`src/rtl/req_gnt_responder_pkg.sv`:
```
// -----------------------------------------------------------------------------
// req_gnt_pkg
//   Shared definitions for the req/gnt target-side responder. The RTL, the
//   assertion IP and the bind module all import this package so that state_o
//   decodes identically wherever it is observed.
//
//   Contents:
//     state_t          2-bit FSM state encoding (IDLE/WAIT/GRANT/RELEASE)
//     DEF_GNT_DELAY    default cycles from first req sample to gnt rising
//     DEF_MAX_WAIT     default wait count at which wait_err pulses
//     DEF_CNT_W        default width of the completed-grant counter
// -----------------------------------------------------------------------------
package req_gnt_pkg;

    typedef enum logic [1:0] {
        IDLE    = 2'd0,
        WAIT    = 2'd1,
        GRANT   = 2'd2,
        RELEASE = 2'd3
    } state_t;

    localparam int DEF_GNT_DELAY = 3;
    localparam int DEF_MAX_WAIT  = 8;
    localparam int DEF_CNT_W     = 8;

endpackage : req_gnt_pkg

```
`src/rtl/req_gnt_responder_wait_ctr.sv`:
```
// -----------------------------------------------------------------------------
// req_gnt_wait_ctr
//   Saturating wait counter for the req/gnt responder. Counts cycles spent
//   waiting for a grant and reports when the grant delay has elapsed and
//   when the wait has become over-long.
//
//   Ports:
//     clk        in   clock, all logic on posedge
//     reset      in   asynchronous active-high reset
//     clr        in   synchronous clear to zero (wins over en)
//     en         in   advance the count by one, saturating at MAX_WAIT
//     delay_met  out  count >= GNT_DELAY-1 (grant may be issued this cycle)
//     at_max     out  high for the single cycle whose edge moves the count
//                     onto MAX_WAIT; cannot repeat until the next clear
// -----------------------------------------------------------------------------
module req_gnt_wait_ctr #(
    parameter int GNT_DELAY = 3,
    parameter int MAX_WAIT  = 8
) (
    input  logic clk,
    input  logic reset,
    input  logic clr,
    input  logic en,
    output logic delay_met,
    output logic at_max
);

    localparam int CW = $clog2(MAX_WAIT + 1);

    localparam logic [CW-1:0] DELAY_THR = CW'(GNT_DELAY - 1);
    localparam logic [CW-1:0] MAX_VAL   = CW'(MAX_WAIT);
    localparam logic [CW-1:0] PRE_MAX   = CW'(MAX_WAIT - 1);

    logic [CW-1:0] count;

    always_ff @(posedge clk or posedge reset) begin
        if (reset) begin
            count <= '0;
        end else if (clr) begin
            count <= '0;
        end else if (en && (count != MAX_VAL)) begin
            count <= count + CW'(1);
        end
    end

    // The threshold is compared against the pre-increment count: the first
    // WAIT cycle sees 0, so the grant edge lands GNT_DELAY edges after the
    // edge that first sampled req.
    assign delay_met = (count >= DELAY_THR);

    // Saturation guarantees the count passes MAX_WAIT-1 only once per clear,
    // which makes this a one-shot without extra state.
    assign at_max = en && !clr && (count == PRE_MAX);

endmodule : req_gnt_wait_ctr

```
`src/rtl/req_gnt_responder.sv`:
```
// -----------------------------------------------------------------------------
// req_gnt_responder
//   Target-side responder for the single-wire req/gnt handshake. Grants a
//   level request GNT_DELAY cycles after it is first seen (deferred while the
//   local resource is held), keeps gnt up until req drops, flags requests that
//   wait MAX_WAIT cycles, and counts completed grants.
//
//   Ports:
//     clk        in   clock, all logic on posedge
//     reset      in   asynchronous active-high reset
//     req        in   request from initiator, level, held until served
//     hold       in   local resource busy; blocks a new grant while high
//     gnt        out  registered grant
//     wait_err   out  registered one-cycle pulse on an over-long wait
//     grant_cnt  out  completed grants, wraps modulo 2^CNT_W
//     state_o    out  current FSM state (req_gnt_pkg::state_t encoding)
//
//   state   | meaning
//   --------+-------------------------------------------------------------
//   IDLE    | no request outstanding; wait counter held at zero
//   WAIT    | request seen, counting towards GNT_DELAY; hold defers grant
//   GRANT   | gnt high until req is released; hold ignored
//   RELEASE | mandatory one-cycle gap after a grant; req ignored
// -----------------------------------------------------------------------------
module req_gnt_responder
    import req_gnt_pkg::*;
#(
    parameter int GNT_DELAY = DEF_GNT_DELAY,
    parameter int MAX_WAIT  = DEF_MAX_WAIT,
    parameter int CNT_W     = DEF_CNT_W
) (
    input  logic             clk,
    input  logic             reset,
    input  logic             req,
    input  logic             hold,
    output logic             gnt,
    output logic             wait_err,
    output logic [CNT_W-1:0] grant_cnt,
    output logic [1:0]       state_o
);

    generate
        if (GNT_DELAY < 1) begin : g_bad_delay
            $error("req_gnt_responder: GNT_DELAY must be at least 1");
        end
        if (MAX_WAIT <= GNT_DELAY) begin : g_bad_max_wait
            $error("req_gnt_responder: MAX_WAIT must exceed GNT_DELAY");
        end
    endgenerate

    state_t state;

    logic ctr_clr;
    logic ctr_en;
    logic delay_met;
    logic at_max;
    logic grant_go;

    // Holding the counter cleared throughout IDLE gives the required
    // "cleared to 0 on entry to WAIT" without a dedicated transition strobe.
    assign ctr_clr = (state == IDLE);
    assign ctr_en  = (state == WAIT);

    req_gnt_wait_ctr #(
        .GNT_DELAY (GNT_DELAY),
        .MAX_WAIT  (MAX_WAIT)
    ) u_wait_ctr (
        .clk       (clk),
        .reset     (reset),
        .clr       (ctr_clr),
        .en        (ctr_en),
        .delay_met (delay_met),
        .at_max    (at_max)
    );

    assign grant_go = delay_met && !hold;

    always_ff @(posedge clk or posedge reset) begin
        if (reset) begin
            state     <= IDLE;
            gnt       <= 1'b0;
            wait_err  <= 1'b0;
            grant_cnt <= '0;
        end else begin
            wait_err <= 1'b0;
            case (state)
                IDLE: begin
                    if (req) begin
                        state <= WAIT;
                    end
                end

                WAIT: begin
                    // Abandonment outranks a grant that becomes due on the
                    // same edge; the over-long pulse only fires when the
                    // request is still waiting after this edge.
                    if (!req) begin
                        state <= IDLE;
                    end else if (grant_go) begin
                        state <= GRANT;
                        gnt   <= 1'b1;
                    end else if (at_max) begin
                        wait_err <= 1'b1;
                    end
                end

                GRANT: begin
                    if (!req) begin
                        state     <= RELEASE;
                        gnt       <= 1'b0;
                        grant_cnt <= grant_cnt + CNT_W'(1);
                    end
                end

                RELEASE: begin
                    state <= IDLE;
                end

                default: begin
                    state <= IDLE;
                    gnt   <= 1'b0;
                end
            endcase
        end
    end

    assign state_o = state;

endmodule : req_gnt_responder

```
`config.mk`:
```
export PLATFORM = sky130hd
export DESIGN_NAME = req_gnt_responder
export DESIGN_NICKNAME = d
export VERILOG_FILES = /design/src/rtl/req_gnt_responder_pkg.sv /design/src/rtl/req_gnt_responder_wait_ctr.sv /design/src/rtl/req_gnt_responder.sv
export SDC_FILE = /design/constraint.sdc
export NUM_CORES = 1
export LEC_CHECK = 0
export ABC_AREA = 1
export CAP_MARGIN = 30
export CORE_UTILIZATION = 50
export CTS_BUF_LIST = sky130_fd_sc_hd__clkbuf_2
export CTS_CLUSTER_DIAMETER = 60
export DETAILED_ROUTE_END_ITERATION = 10
export PLACE_DENSITY_LB_ADDON = 0.08
export SYNTH_ARGS = -nofsm -noshare
export SYNTH_HDL_FRONTEND = slang
export SYNTH_SLANG_ARGS = --single-unit
```
`constraint.sdc`:
```
create_clock -name clk -period 1.5 [get_ports clk]
set_clock_uncertainty 0.2 [all_clocks]
set_input_delay 0.225 -clock clk [delete_from_list [all_inputs] [get_ports clk]]
set_output_delay 0.225 -clock clk [all_outputs]
set_load 0.02 [all_outputs]
```
Word level (Yosys, flattened, before mapping)
Cells that the tools add are included.
- add/sub/neg operators: 2
- $lt $le $gt $ge: 1
- equal/unequal tests: 10
- multiplexer cells: 15
- bitwise gates (word level): 1
- reduce and logical (&&, ||, !) cells: 12
- operator list (operator ; count):
    8-bit by 1-bit adder with 8-bit output (second input constant) ; 1
    2-bit two-way mux ; 4
    4-bit two-way mux ; 2
    2-bit != test (second input constant) ; 4
    2-bit case mux with 4 select lines ; 1
    1-bit two-way mux ; 7
    4-bit by 1-bit adder with 4-bit output (second input constant) ; 1
    2-bit equality test (second input constant) ; 2
    4-bit by 3-bit equality test with 1-bit output (second input constant) ; 1
    4-bit by 2-bit greater-or-equal comparator with 1-bit output (second input constant) ; 1
    1-bit logical AND ; 4
    4-bit != test (second input constant) ; 1
    4-bit AND reduction ; 1
    2-bit nonzero test ; 2
    3-bit != test (second input constant) ; 1
    3-bit AND reduction ; 1
    2-bit by 1-bit equality test with 1-bit output (second input constant) ; 1
    1-bit logical NOT ; 2
    2-bit logical NOT ; 1
    1-bit case mux with 2 select lines ; 1
    2-bit AND reduction ; 1
    1-bit inverter ; 1
- flip-flop bits (word level): 16
- input port bits: 4
- word-level logic and storage cells: 46

Depth between registers and ports, before layout
- depth after elaboration: 8
- gate-level depth with buffers: 8
- mapped depth without buffers: 8

By module
From an unflattened synthesis, not the netlist that was laid out.
- cells, all modules: 110
- area total of the unflattened synthesis: 878.3 µm²
- by module, submodules not included (module ; instances ; cells an instance ; area each (µm²) ; seq. area each (µm²)):
    req_gnt_responder ; 1 ; 76 ; 600.6 ; 300.3
    req_gnt_wait_ctr ; 1 ; 34 ; 277.8 ; 100.1

Least setup slack after synthesis
No wires, ideal clock.
- kind: register to register
- start: register state[0] (netlist: state_o[0])
- end: register grant_cnt[6]
- setup time: 0.117 ns
- data arrival time: 1.020 ns
- required time: 1.183 ns
- slack: 0.163 ns
- stages on the path, launching flop included: 7
- path through: dfrtp_1 inv_1 nand2_1 nor2_1 nand4_1 nand2_1 nand2_1
- cells in the longest elaborated chain, start to end: 2
- ends and longest elaborated chain (item ; RTL line ; source):
    from (decl) ; req_gnt_responder.sv:51 ; state_t state;
    from (signal assigned) ; req_gnt_responder.sv:80 ; state <= IDLE;
    from (signal assigned) ; req_gnt_responder.sv:89 ; state <= WAIT;
    from (signal assigned) ; req_gnt_responder.sv:98 ; state <= IDLE;
    2-bit equality test ; req_gnt_responder.sv:86 ; case (state)
    2-bit AND reduction (no source line) ; - ;
    to (signal assigned) ; req_gnt_responder.sv:111 ; grant_cnt <= grant_cnt + CNT_W'(1);
    to (decl) ; req_gnt_responder.sv:38 ; output logic [CNT_W-1:0] grant_cnt,
No other way between the ends.
A chain may end at the register's enable or synchronous reset.

Worst setup path in the final report
- start: register u_wait_ctr.count[1]
- end: register u_wait_ctr.count[2]
- cells in the longest elaborated chain, start to end: 3
- elaborated cells on any way between the ends: 6
- classes of those cells: add/sub: 1; eq/ne: 1; mux: 2; reduce/logical: 2
- ends and longest elaborated chain (item ; RTL line ; source):
    from (decl) ; req_gnt_responder_wait_ctr.sv:34 ; logic [CW-1:0] count;
    from (signal assigned) ; req_gnt_responder_wait_ctr.sv:42 ; count <= count + CW'(1);
    4-bit by 1-bit adder with 4-bit output / 4-bit != test (equally long branches) ; req_gnt_responder_wait_ctr.sv:42, req_gnt_responder_wait_ctr.sv:41 ;
    4-bit two-way mux / 1-bit logical AND (equally long branches) ; req_gnt_responder_wait_ctr.sv:41 ; end else if (en && (count != MAX_VAL)) begin
    4-bit two-way mux / 2-bit nonzero test (equally long branches) ; - ;
Several ways; a longest one is shown, not always the timed one. The select of a mux whose other input is x is not followed.

==> out/results.ini <==
[run_status]
outcome = completed

[global_route]
grt_pass1_wl_mm = 2.88
antenna_found_initial = 0
grt_pass1_vias = 697
overflow = 0
grt.total_usage_pct = 20.5
grt_max_degree = 17

[timing]
rsz0062_at_grt = yes
fin_tns_setup_ns = 0
slew_viol_final = 0
final.period_utilization_pct = 98.2
fmax_mhz = 679
min_period_ns = 1.47
tightest_slew_ns = 0.231
setup_violations = 0
relSlewSlack_pct = 84.5
holdWs_ns = 0.0182
hold_violations = 0
finalWorstSetupSlack_ns = 0.0275

[cts]
cts.sinks = 16
root_buffer = clkbuf_2
htreeDepth = 1
cts_max_path_buffers = 2
clock_latency_ns = 0.28
holdBufCountCts = 0
cts-buffers-inserted = 3
cts_tree = done
clk_pin_slew_ns = 0.16

[layout]
syn_to_final_growth_pct = 31.7
final_nets = 145
antenna_cells = 0
layout_common_cells = nand2_1 (34), inv_1 (16), dfrtp_1 (16)
multi_input_area_sq_um = 389
final_common_cell = nand2_1
stdcell_area_sq_um = 1120
drive_above_1_share_pct = 19.1
fillers = 125
regArea_sq_um = 400
finalNonFillerCells = 152

[routing]
drt-vias-per-instance = 5.16
routed_wirelength_mm = 1.71
drc = 0
routedWlPerCell_um = 11.3
vias = 785
dr.pass1.iters = 4
antenna_left = 0
drt_iter0_drc = 21

[placed_design]
port_buffers = 15
post-place-ws_ns = -0.0502
hpwlAfterDp_mm = 1.26
globalplace.congestion = 0.920
dpl-instance-area_sq_um = 1090
dp_cells = 145

[floorplanning]
die_y_um = 43.3
rows = 14
fp.dieArea_sq_um = 1880
die_w_um = 43.3
start_util_pct = 55.4
coreArea_sq_um = 1540
io_pins = 16

[pwr]
leakagePower_uw = 0.000647
ir_worst_vdd_v = 0.000820
p_per_area_nw_per_um2 = 1440

[setup_path]
cp_max_fo = 3
cp-start-kind = flop
worst_ep_arrival_time_ns = 1.47
rrSetupSlack_ns = 0.03
setup.worst_path.end_class = flop
crit_required_ns = 1.50
crit_type = flop to flop

[yosys]
synthesis.area_sq_um = 853
synth-seq-cells = 16
yosysWarnings = 0
synthCells = 105
synth.avg_cell_area_sq_um = 8.13
yosysSeqAreaShare_pct = 46.9
syn_nets = 113
ys_types = 14

[run]
max_cap_violations = 0

[min_path]
min_path_type = input pin to asynchronous set/reset pin

==> synth_stat cells (all sizes together) <==
master	number	area share (%)
xor2	4	4.1
nor2	8	5.3
nand3b	2	1.8
ha	4	5.9
nand2	35	15
nand4	5	3.7
or2	1	0.73
nand3	8	6.2
nor3	1	0.59
o21ai	2	1.2
dfrtp	16	47
inv	19	8.4
==> where the power goes <==
group          leakage (uW)  internal (uW)  switching (uW)
clock network     0.0000140           58.0             137
registers          0.000212            539            70.5
logic              0.000421            333             486
==> cells by family (layout without fill, tap and decap cells) <==
| family | count (synthesis) | in the layout | share of synthesized area [%] |
|---|---|---|---|
| compound gates | 2 | 2 | 1.17 |
| xor+xnor | 4 | 4 | 4.11 |
| fa+ha+maj | 4 | 4 | 5.87 |
| buf+inv | 19 | 50 | 8.36 |
| flops | 16 | 16 | 46.9 |
| simple gates | 60 | 60 | 33.6 |
==> flip-flops by register name, summed over array words and instances, names as in the netlist, named ones only <==
signal,flops
grant_cnt,8
gnt,1
wait_err,1
state_o,1
u_wait_ctr.count,4
==> metal layers <==
layer  GRT usage, %  routed length, um
met1           27.3                805
met4           8.48                 11
met5              0                  0
met2           32.5                785
met3           4.26                111
==> stage by stage <==
stage          power, uW  utilization, %
3_3_place_gp        1410            70.8
5_1_grt             1750            72.9
4_1_cts             1570            71.0
2_1_floorplan       1080               -
3_5_place_dp        1440            70.8
6_report            1620            72.9
==> cell type report <==
class / instances / share of cell area (%)
Tap cell: 16 / 1.78
Clock inverter: 1 / 0.334
Multi-Input combinational cell: 70 / 34.6
Inverter: 19 / 6.35
Clock buffer: 3 / 1.34
Timing Repair Buffer: 27 / 19.9
Sequential cell: 16 / 35.6
==> critical path, cell delays in order (launching register included) <==
cell and delay (ns):
dfrtp_1 0.44, buf_4 0.15, ha_2 0.18, or2_2 0.27
nand4_1 0.09, nand2_1 0.05
==> timing repair <==
action                     CTS  global route
setup buffers                0             3
pin swaps                    0             1
setup endpoints to repair   12            10
gates cloned                 0             0
gates resized for setup     12            11
==> worst paths after layout <==
path                                      from                  end  cells past startpoint
setup / recovery           u_wait_ctr.count[1]  u_wait_ctr.count[2]                      5
min in group clk                  grant_cnt[7]         grant_cnt[7]                      2
setup reg to reg           u_wait_ctr.count[1]  u_wait_ctr.count[2]                      5
hold / removal                           reset         grant_cnt[1]                      3
max in group asynchronous                reset  u_wait_ctr.count[0]                      3
hold reg to reg                   grant_cnt[7]         grant_cnt[7]                      2
Power figures use the tool's default switching activity.
